$ cat config.mk
export PLATFORM = sky130hd
export DESIGN_NAME = pipe_reg_skid
export DESIGN_NICKNAME = d
export VERILOG_FILES = /design/src/rtl/pipe_pkg.sv /design/src/rtl/pipe_sat_cnt.sv /design/src/rtl/pipe_reg_skid.sv
export SDC_FILE = /design/constraint.sdc
export NUM_CORES = 1
export LEC_CHECK = 0
export CAP_MARGIN = 20
export CORE_MARGIN = 2
export CORE_UTILIZATION = 41
export CTS_BUF_LIST = sky130_fd_sc_hd__clkbuf_4
export DETAILED_ROUTE_END_ITERATION = 16
export PLACE_DENSITY = 0.88
export SYNTH_ARGS = -nofsm -noshare
export SYNTH_HDL_FRONTEND = slang
export SYNTH_SLANG_ARGS = --single-unit
$ cat constraint.sdc
create_clock -name clk_i -period 2.4 [get_ports clk_i]
set_input_delay 0.72 -clock clk_i [delete_from_list [all_inputs] [get_ports clk_i]]
set_output_delay 0.72 -clock clk_i [all_outputs]
set_load 0.01 [all_outputs]
$ cat src/rtl/pipe_pkg.sv
// pipe_pkg: shared types and constants for the fetch pipeline register.
package pipe_pkg;

    localparam logic [31:0] NOP_INSTR = 32'h0000_0013;

    typedef enum logic [1:0] {EMPTY, FULL, SKID} state_t;

    typedef struct packed {
        logic        vld;
        logic [31:0] pc;
        logic [31:0] instr;
    } lane_t;

endpackage

$ cat src/rtl/pipe_sat_cnt.sv
// pipe_sat_cnt: saturating up-counter with synchronous clear.
module pipe_sat_cnt #(
    parameter int CW = 16
) (
    input  logic          clk,
    input  logic          clr,
    input  logic          inc,
    output logic [CW-1:0] cnt
);

    always_ff @(posedge clk)
        cnt <= clr ? '0 : (inc && cnt != '1) ? cnt + 1'b1 : cnt;

endmodule

$ cat src/rtl/pipe_reg_skid.sv
// pipe_reg_skid: fetch-stage pipeline register with flush and stall counter.
// Define PIPE_REG_SKID_EN for a skid entry and registered in_ready_o; otherwise single entry.
module pipe_reg_skid
    import pipe_pkg::*;
#(
    parameter int           W      = 32,
    parameter int           NLANE  = 1,
    parameter logic [W-1:0] BUBBLE = W'(NOP_INSTR),
    parameter int           CW     = 16
) (
    input  logic               clk_i,
    input  logic               rst_i,
    input  logic               flush_i,
    input  logic               in_valid_i,
    output logic               in_ready_o,
    input  logic [NLANE-1:0]   in_lane_vld_i,
    input  logic [NLANE*W-1:0] in_pc_i,
    input  logic [NLANE*W-1:0] in_instr_i,
    output logic               out_valid_o,
    input  logic               out_ready_i,
    output logic [NLANE-1:0]   out_lane_vld_o,
    output logic [NLANE*W-1:0] out_pc_o,
    output logic [NLANE*W-1:0] out_instr_o,
    output logic [CW-1:0]      stall_cnt_o
);

    localparam logic [NLANE*W-1:0] BUBBLES = {NLANE{BUBBLE}};

    state_t             state, state_n;
    logic [NLANE-1:0]   vld_q, vld_n;
    logic [NLANE*W-1:0] pc_q, pc_n, instr_q, instr_n, in_instr;
    logic               accept, retire;

    assign out_valid_o    = state != EMPTY;
    assign out_lane_vld_o = vld_q;
    assign out_pc_o       = pc_q;
    assign out_instr_o    = instr_q;
    assign accept         = in_valid_i && in_ready_o;
    assign retire         = out_valid_o && out_ready_i;

    always_comb begin
        in_instr = in_instr_i;
        for (int l = 0; l < NLANE; l++)
            if (!in_lane_vld_i[l]) in_instr[l*W +: W] = BUBBLE;
    end

`ifdef PIPE_REG_SKID_EN
    logic [NLANE-1:0]   skid_vld, skid_vld_n;
    logic [NLANE*W-1:0] skid_pc, skid_pc_n, skid_instr, skid_instr_n;
    logic               rdy_q;

    assign in_ready_o = rdy_q;

    always_comb begin
        state_n      = state;
        vld_n        = vld_q;
        pc_n         = pc_q;
        instr_n      = instr_q;
        skid_vld_n   = skid_vld;
        skid_pc_n    = skid_pc;
        skid_instr_n = skid_instr;
        if (flush_i) begin
            state_n      = EMPTY;
            vld_n        = '0;
            pc_n         = '0;
            instr_n      = BUBBLES;
            skid_vld_n   = '0;
            skid_pc_n    = '0;
            skid_instr_n = BUBBLES;
        end else if (state == SKID) begin
            if (retire) begin
                state_n      = FULL;
                vld_n        = skid_vld;
                pc_n         = skid_pc;
                instr_n      = skid_instr;
                skid_vld_n   = '0;
                skid_pc_n    = '0;
                skid_instr_n = BUBBLES;
            end
        end else if (accept && (state == EMPTY || retire)) begin
            state_n = FULL;
            vld_n   = in_lane_vld_i;
            pc_n    = in_pc_i;
            instr_n = in_instr;
        end else if (accept) begin
            state_n      = SKID;
            skid_vld_n   = in_lane_vld_i;
            skid_pc_n    = in_pc_i;
            skid_instr_n = in_instr;
        end else if (retire) begin
            state_n = EMPTY;
            vld_n   = '0;
            pc_n    = '0;
            instr_n = BUBBLES;
        end
    end

    always_ff @(posedge clk_i)
        if (rst_i) begin
            skid_vld   <= '0;
            skid_pc    <= '0;
            skid_instr <= BUBBLES;
            rdy_q      <= 1'b1;
        end else begin
            skid_vld   <= skid_vld_n;
            skid_pc    <= skid_pc_n;
            skid_instr <= skid_instr_n;
            rdy_q      <= state_n != SKID;
        end
`else
    assign in_ready_o = !out_valid_o || out_ready_i;

    always_comb begin
        state_n = state;
        vld_n   = vld_q;
        pc_n    = pc_q;
        instr_n = instr_q;
        if (flush_i) begin
            state_n = EMPTY;
            vld_n   = '0;
            pc_n    = '0;
            instr_n = BUBBLES;
        end else if (accept) begin
            state_n = FULL;
            vld_n   = in_lane_vld_i;
            pc_n    = in_pc_i;
            instr_n = in_instr;
        end else if (retire) begin
            state_n = EMPTY;
            vld_n   = '0;
            pc_n    = '0;
            instr_n = BUBBLES;
        end
    end
`endif

    always_ff @(posedge clk_i)
        if (rst_i) begin
            state   <= EMPTY;
            vld_q   <= '0;
            pc_q    <= '0;
            instr_q <= BUBBLES;
        end else begin
            state   <= state_n;
            vld_q   <= vld_n;
            pc_q    <= pc_n;
            instr_q <= instr_n;
        end

    pipe_sat_cnt #(.CW(CW)) u_stall (
        .clk(clk_i),
        .clr(rst_i),
        .inc(out_valid_o && !out_ready_i),
        .cnt(stall_cnt_o)
    );

endmodule

==> metrics.md <==
| Metric | Value |
|---|---|
| Worst min-delay path class | reg -> reg |
| 1st-pass router iterations | 6 |
| VDD IR-drop max | 292.6 uV |
| Period minus WS final | 2.320 ns |
| Register bit total from synthesis | 82 |
| Clk root buf | clkbuf_4 |
| Startpoint type of the worst setup path | input pin |
| Clock Pin Slew Worst Setup and Hold Paths | 0.13 ns |
| Least-Margin Pin Slew | 0.4751 ns |
| Mapped Cells | 324 |
| TritonCTS clock tree | built |
| Max-slew violations | 0 |
| I/O Buffers | 152 |
| Clock Path Buffers | 2 |
| Post-DP Area | 4735 um2 |
| Netlist Area Pre-Place | 3042 um2 |
| Placer Congestion | 0.8665 |
| Synth top area cells | dfxtp_1 (54%), a22oi_1 (15%), nor2_1 (8.5%) |
| I/O Pins | 153 |
| Commonest cells in the netlist | dfxtp_1 (82), nor2_1 (69), a22oi_1 (61) |
| Initial antenna violation count | 0 |
| Routed vias | 3082 |
| Fin area | 4902 um2 |
| P&R area growth vs syn | 61.17% |
| Reg area | 1642 um2 |
| Total CTS buffers | 9 |
| Ys async rst share | 0 |
| DRC Markers | 0 |
| Status | finished clean |
| P per Cell Area | 549.8 nW/um2 |
| Hold_sp | out_lane_vld_o |
| Ys Warns | 0 |
| Static Leak | 1.721 nW |
| Via density | 5.305 |
| Hold path endpoint | out_lane_vld_o |
| Num rows | 31 |
| Rel. slew slack | 0.6809 |
| Setup crit end kind | output pin |
| Die area | 8123 um2 |
| Resized cells post-CTS | 4 |
| Worst Path Required | 1.68 ns |
| Average cell area after synthesis | 9.388 um2 |
| Avg WL per Cell | 15.21 um |
| Post-Route Skew | 0.01929 ns |
| Vias in the first global route | 3093 |
| Chip height | 90.13 um |
| Sequential area share after synthesis | 0.5397 |
| Post-CTS Hold Fix Bufs | 0 |
| Clock sink count | 82 |
| Critical path data arrival time | 1.60 ns |
| Reg2reg path depth | 5 |
| Max Cap Viol | 0 |
| Hold_ws | 0.4655 ns |
| Dpl hpwl | 6.544 mm |
| Final period util | 0.9665 |
| Power Total | 2.695 mW |
| Setup-failing EPs final | 0 |
| # diodes | 0 |
| Setup Fix Bufs, Post-CTS | 0 |
| Final wirelength | 8.839 mm |
| Gr usage total | 0.2167 |
| H-tree levels | 3 |
| Top cell type's share of synthesized area | 0.5397 |
| Main flop type after synthesis | dfxtp_1 |
| DR iter-0 viols | 147 |
| Area leader, netlist | dfxtp_1 |
| Share of layout cells above drive strength 1 | 0.08091 |
| Distinct cells, synth | 36 |
| Initial Utilization | 0.4216 |
| Fillers | 583 |
| Largest net degree at the start of global routing | 42 |
| Setup CP Type | in -> out |
| Hold Path Cell Cnt | 2 |
| Post-synth EDFFs | 0 |
| Multi-input gate area | 1303 um2 |
| Critical Path Fanout Max | 2 |
| Cell with the most instances after synthesis | dfxtp_1 |
| Final Hold Viols | 0 |
| R2R Path End | u_stall.cnt[1] |
| Area of the core | 7214 um2 |
| RSZ-0062 raised after global routing | no |
| Fmax achieved | 0.4311 GHz |
| Die width | 90.13 um |
| Worst-Skew Late Latency | 0.40 ns |
| GRT overflow | 0 |
| R2R setup slack | 0.48 ns |
| Reg2reg start | u_stall.cnt[0] |
| Fin nets | 548 |
| Post-Syn Nets | 395 |
| Antenna-violating nets left | 0 |
| First-pass GRT wire length | 14.57 mm |
==> sequential cells by signal, summed over array words and instances, names as in the netlist <==
register,flops
out_instr_o,32
out_pc_o,32
u_stall.cnt,16
out_lane_vld_o,1
state,1
==> per-layer routing <==
| metal | track usage | routed length [um] | up-vias |
|---|---|---|---|
| met5 | 0 | 0 | - |
| met4 | 0.07692 | 85 | 0 |
| met3 | 0.04862 | 514 | 10 |
| met2 | 0.4035 | 4656 | 116 |
| met1 | 0.2408 | 3583 | 1460 |
| li1 | - | - | 1496 |
==> cell families after synthesis <==
family,after synthesis,share of synthesized area
multiplexers,1,0.003291
flip-flops,82,0.5397
AND/OR/NAND/NOR,120,0.2036
buffers and inverters,27,0.03620
adder cells (fa/ha/maj),1,0.004113
AO/OA/AOI/OAI,93,0.2131
==> worst max-delay path, cell delays in order <==
cell and delay [ns]:
clkdlybuf4s50_1 0.49, and2b_1 0.20, inv_1 0.07, buf_2 0.13
==> power breakdown <==
group | switching [mW] | internal, mW | total, mW
Clock | 0.499 | 0.441 | 0.940
Combinational | 0.141 | 0.207 | 0.347
Sequential | 0.0171 | 1.39 | 1.41
==> metrics by stage <==
step	cells	TNS, ns	setup slack [ns]	util
2_1_floorplan	324	0	0.4736	-
3_3_place_gp	565	-0.4754	-0.2932	0.6563
3_5_place_dp	565	-0.8356	-0.3278	0.6563
4_1_cts	581	0	0.07759	0.6795
5_1_grt	581	0	0.03941	0.6795
6_report	581	0	0.08032	0.6795
==> cell type report <==
class	count	area share
Timing Repair Buffer	167	0.3374
Clock buffer	9	0.01378
Sequential cell	82	0.3349
Inverter	2	0.001531
Clock inverter	7	0.02144
Tap cell	99	0.02527
Multi-Input combinational cell	215	0.2657
==> placed cells by master, fill, tap and decap left out, drive strengths merged <==
cell type | Yosys | final
or2 | 1 | 1
o311ai | 1 | 1
o21ai | 8 | 8
nor4bb | 1 | 1
clkinvlp | 0 | 1
a22oi | 61 | 61
and4b | 1 | 1
nand4 | 5 | 5
nor4 | 2 | 2
or4 | 5 | 5
and3 | 2 | 2
nor4b | 1 | 1
o31ai | 5 | 5
mux2i | 1 | 1
and2b | 1 | 1
o41ai | 1 | 1
and2 | 2 | 2
dfxtp | 82 | 82
nor3 | 3 | 3
o2111ai | 1 | 1
nor2 | 69 | 69
nand3b | 1 | 1
clkbuf | 18 | 9
ha | 1 | 1
inv | 2 | 6
and4 | 2 | 2
nor2b | 3 | 3
a31oi | 2 | 2
nand3 | 7 | 7
a21oi | 13 | 13
buf | 7 | 16
nand4b | 1 | 1
clkdlybuf4s50 | 0 | 151
nand2 | 7 | 7
a311oi | 1 | 1
bufinv | 0 | 2
or3 | 6 | 6
==> how the worst max path moves through the flow <==
| stage | start | end |
|---|---|---|
| 6_report | out_ready_i | in_ready_o |
| 5_1_grt | out_ready_i | in_ready_o |
| 4_1_cts | out_ready_i | in_ready_o |
| 3_5_place_dp | out_ready_i | in_ready_o |
| 3_3_place_gp | out_ready_i | in_ready_o |
| 2_1_floorplan | out_ready_i | in_ready_o |
(Power assumes the default switching activity.)
